<file path="src/rtl/bundle_unpack_rx.sv">
// Reassembles a 63-bit bundle word from narrow beats and exposes its fields.
// One held word plus one in assembly; framing errors flagged per word.
module bundle_unpack_rx #(
    parameter int BEAT_W = 16
) (
    input  logic              clock,
    input  logic              reset_n,
    input  logic              in_valid,
    output logic              in_ready,
    input  logic [BEAT_W-1:0] in_data,
    input  logic              in_last,
    output logic              out_valid,
    input  logic              out_ready,
    output logic [9:0]        out_a,
    output logic              out_bar_c_1,
    output logic [19:0]       out_bar_d_1,
    output logic              out_bar_c_0,
    output logic [19:0]       out_bar_d_0,
    output logic [10:0]       out_b,
    output logic              out_err
);

    localparam int BEATS = (63 + BEAT_W - 1) / BEAT_W;
    localparam int CNT_W = (BEATS > 1) ? $clog2(BEATS) : 1;
    localparam int ASM_W = BEATS * BEAT_W;
    localparam logic [CNT_W-1:0] LAST_CNT = CNT_W'(BEATS - 1);

    logic [CNT_W-1:0] cnt_q, cnt_d;
    logic [ASM_W-1:0] asm_q, asm_d;
    logic [ASM_W-1:0] merged;
    logic [62:0]      word_q, word_d;
    logic             err_q, err_d;
    logic             valid_q, valid_d;
    logic             final_beat;
    logic             ends_word;
    logic             fire;
    logic             complete;

    always_comb begin
        final_beat = (cnt_q == LAST_CNT);
        ends_word  = final_beat || in_last;
        // Only a word-ending beat needs the output slot to be free.
        in_ready   = !(ends_word && valid_q && !out_ready);
        fire       = in_valid && in_ready;
        complete   = fire && ends_word;
        merged     = asm_q | (ASM_W'(in_data) << (int'(cnt_q) * BEAT_W));

        cnt_d   = cnt_q;
        asm_d   = asm_q;
        word_d  = word_q;
        err_d   = err_q;
        valid_d = valid_q;

        if (fire) begin
            if (ends_word) begin
                cnt_d  = '0;
                asm_d  = '0;
                word_d = merged[62:0];
                err_d  = (in_last != final_beat);
            end else begin
                cnt_d = cnt_q + CNT_W'(1);
                asm_d = merged;
            end
        end

        if (complete) begin
            valid_d = 1'b1;
        end else if (out_ready) begin
            valid_d = 1'b0;
        end
    end

    always_ff @(posedge clock or negedge reset_n) begin
        if (!reset_n) begin
            cnt_q   <= '0;
            asm_q   <= '0;
            word_q  <= '0;
            err_q   <= 1'b0;
            valid_q <= 1'b0;
        end else begin
            cnt_q   <= cnt_d;
            asm_q   <= asm_d;
            word_q  <= word_d;
            err_q   <= err_d;
            valid_q <= valid_d;
        end
    end

    assign out_valid   = valid_q;
    assign out_err     = err_q;
    assign out_a       = word_q[62:53];
    assign out_bar_c_1 = word_q[52];
    assign out_bar_d_1 = word_q[51:32];
    assign out_bar_c_0 = word_q[31];
    assign out_bar_d_0 = word_q[30:11];
    assign out_b       = word_q[10:0];

endmodule

</file>
<file path="config.mk">
export PLATFORM = sky130hd
export DESIGN_NAME = bundle_unpack_rx
export DESIGN_NICKNAME = d
export VERILOG_FILES = /design/src/rtl/bundle_unpack_rx.sv
export SDC_FILE = /design/constraint.sdc
export NUM_CORES = 1
export LEC_CHECK = 0
export ABC_AREA = 1
export CAP_MARGIN = 10
export CELL_PAD_IN_SITES_DETAIL_PLACEMENT = 0
export CELL_PAD_IN_SITES_GLOBAL_PLACEMENT = 1
export CORE_MARGIN = 5
export CORE_UTILIZATION = 40
export DETAILED_ROUTE_END_ITERATION = 8
export GPL_ROUTABILITY_DRIVEN = 0
export GPL_TIMING_DRIVEN = 0
export PLACE_DENSITY = 0.88
export SETUP_SLACK_MARGIN = 0.5
export SYNTH_ARGS = -nofsm -noshare
export SYNTH_HDL_FRONTEND = slang
export SYNTH_SLANG_ARGS = --single-unit
</file>
<file path="constraint.sdc">
create_clock -name clock -period 2.2 [get_ports clock]
set_clock_uncertainty 0.1 [all_clocks]
set_input_delay 0.44 -clock clock [delete_from_list [all_inputs] [get_ports clock]]
set_output_delay 0.44 -clock clock [all_outputs]
set_load 0.005 [all_outputs]
</file>
==> flow_summary.yaml <==
global_route:
  antenna_found_initial: 0
  grt_max_degree: 73
  overflow: 0
  grt_pass1_vias: 5815
  grt_pass1_wl_um: 30400
  grtUsageTotal_pct: 23.6
finish:
  design_area_mm2: 0.00911
  diodes: 0
  fill_cells: 1076
  drive_above_1_share_pct: 36.7
  fin_util_pct: 65.1
  syn_to_final_growth_pct: 58.4
  nets: 854
min_path:
  hold_class: "register to register"
  hold_path_depth: 2
placement:
  port_buffers: 86
  hpwl_um: 11500
  pre_cts_slack_ns: -0.589
  dpl_cell_area_mm2: 0.00687
clock_network:
  cts_sinks: 130
  cts-root-buf: "clkbuf_16"
  cts_tree: "built"
  insertion_delay_ns: 0.42
  cts_buffer_depth: 2
  htreeDepth: 4
  clk_pin_slew_ns: 0.06
  cts_made_buffers: 17
sta:
  grt_setup_unrepaired: "true"
  timing.setup.tns_ns: 0
  finalSetupViolCount: 0
  setup_slack_ns: 0.112
  fmax_mhz: 479
  drv_slew: 0
  relSlewSlack_pct: 54.7
  finalCritPeriodShare_pct: 94.9
  worstMarginPinSlew_ns: 0.679
  min_period_ns: 2.09
  hold_viol_final: 0
worst_setup_path:
  worstRegToRegCells: 13
  cp.required_ns: 1.66
  arrival_ns: 1.55
  crit_fanout: 2
  end_kind: "output port"
  crit_path_start_kind: "register"
  worstSetupPathType: "register to output port"
power_and_ir_drop:
  intPower_mw: 5.63
  leakagePower_nw: 4.72
  pwr-share-comb_pct: 30.6
  p_total_mw: 8.25
  power.switching_mw: 2.62
  power_density_mw_per_mm2: 906
  power.share.switching_pct: 31.7
  p_clk_share_pct: 32.3
  seqPwrFrac_pct: 37.1
  ir_worst_vdd_mv: 0.539
yosys:
  synthesis.nets: 693
  yosys_register_bits: 130
  netlist_instances: 670
  yosysMostFrequentCell: "nand2_1"
  yosysWarnings: 0
  yosysTopAreaCell: "dfrtp_1"
  synth_common_cells: "292 x nand2_1, 130 x dfrtp_1, 62 x a21oi_1, 62 x nor2_1, 62 x o21bai_1"
  syn_avg_cell_area_um2: 8.59
  ys_seq_area_share_pct: 56.5
  synth_area_leaders: "dfrtp_1 57%, nand2_1 19%, o21bai_1 8.1%"
  synthArstFlopShare_pct: 100
  yosys.area.top_type_share_pct: 56.5
  synth_cell_types: 18
  synth_edf_count: 0
  ys.flop_type: "dfrtp_1"
  synth_area_mm2: 0.00575
detailed_routing:
  via_per_inst: 5.35
  drtAntennaViolNets: 0
  via_count: 5463
  wl_per_cell_um: 19.1
  first_pass_iters: 5
  drt_iter0_drc: 542
  drc: 0
  routed_wl_um: 19500
die:
  ios: 87
  die-area_mm2: 0.0169
  fp.dieW_um: 130
  core_mm2: 0.0140
  core.rowCount: 43
  die_y_um: 130
  start_util_pct: 41.1
run:
  cap_viol_max_count: 0
run_status:
  status: "finished, final reports clean"
[power by group through the flow]
| stage | logic, mW | clock network, mW | registers, mW |
|---|---|---|---|
| 6_report | 2.52 | 2.67 | 3.06 |
| 5_1_grt | 2.74 | 2.78 | 3.11 |
| 4_1_cts | 2.26 | 2.68 | 3.03 |
| 3_5_place_dp | 1.91 | 0 | 3.06 |
| 3_3_place_gp | 1.86 | 0 | 3.05 |
| 2_1_floorplan | 0.926 | 0 | 3.05 |
[cell families after synthesis]
group | count (synthesis) | synth area share [%]
buf+inv | 52 | 5.57
compound gates | 127 | 13.7
fa+ha+maj | 2 | 0.435
flops | 130 | 56.5
simple gates | 359 | 23.7
[layout make-up]
cell class	instances	area, um2	share of cell area (%)
plain buffers	43	455	5.00
flip-flops and latches	130	3250	35.7
multi-input cells	488	2830	31.1
clock inverters	6	55.1	0.604
repair buffers	141	1720	18.9
inverters	9	57.6	0.632
clock buffers	24	492	5.40
repair inverters	1	16.3	0.179
well taps	180	225	2.47
[state kept, by name (all words and copies together), names as in the netlist]
name / count
cnt_q: 2
out_err: 1
word_q: 63
asm_q: 63
out_valid: 1
[routing by layer]
| metal | share of wire [%] | track usage (%) | vias to the layer above |
|---|---|---|---|
| li1 | - | - | 2470 |
| met3 | 5.5 | 5.65 | 84 |
| met1 | 39 | 27.9 | 2688 |
| met4 | 5.1 | 12.5 | 0 |
| met5 | 0 | 0 | - |
| met2 | 51 | 39.9 | 221 |
[per-stage QoR]
stage          instances  hold slack [ns]
2_1_floorplan        670           0.0444
3_3_place_gp         936            0.362
3_5_place_dp         937            0.364
4_1_cts             1016            0.375
5_1_grt             1022            0.388
6_report            1022            0.371
[what timing repair did]
item / 4_1_cts / 5_1_grt
gates cloned: 22 / 0
setup endpoints to repair: 191 / 129
hold buffers: 1 / 0
pin swaps: 33 / 31
resized for setup: 257 / 132
buffers inserted: 26 / 6
hold endpoints to repair: 71 / 0
[worst max-delay path, stage by stage, from the launching register on]
cell and delay (ns):
dfrtp_1 0.36, ha_2 0.18, inv_2 0.04, ha_4 0.16, inv_4 0.06, nand3_4 0.09
buf_8 0.14, buf_6 0.10
[cells in the final DEF, fill, tap and decap left out, types with 17 or more instances in the layout]
master | synthesis | layout
nor2_2 | 0 | 25
dlygate4sd2_1 | 0 | 65
o21bai_1 | 62 | 62
nand2_2 | 0 | 116
nand2_4 | 0 | 35
nand2_1 | 292 | 141
clkbuf_16 | 0 | 17
buf_8 | 0 | 20
buf_6 | 5 | 21
nor2_1 | 62 | 36
dfrtp_1 | 130 | 130
a21oi_1 | 62 | 62
clkdlybuf4s50_1 | 0 | 19
buf_16 | 0 | 17
[path summary, 6_finish.rpt]
check,start,to,slack (ns)
max in group asynchronous,reset_n,asm_q[8],0.76
setup reg to reg,cnt_q[0],asm_q[28],0.22
hold reg to reg,word_q[13],word_q[13],0.37
min in group asynchronous,reset_n,asm_q[55],0.51
hold / removal,word_q[13],word_q[13],0.37
setup / recovery,cnt_q[0],in_ready,0.11
(Power assumes the default switching activity.)
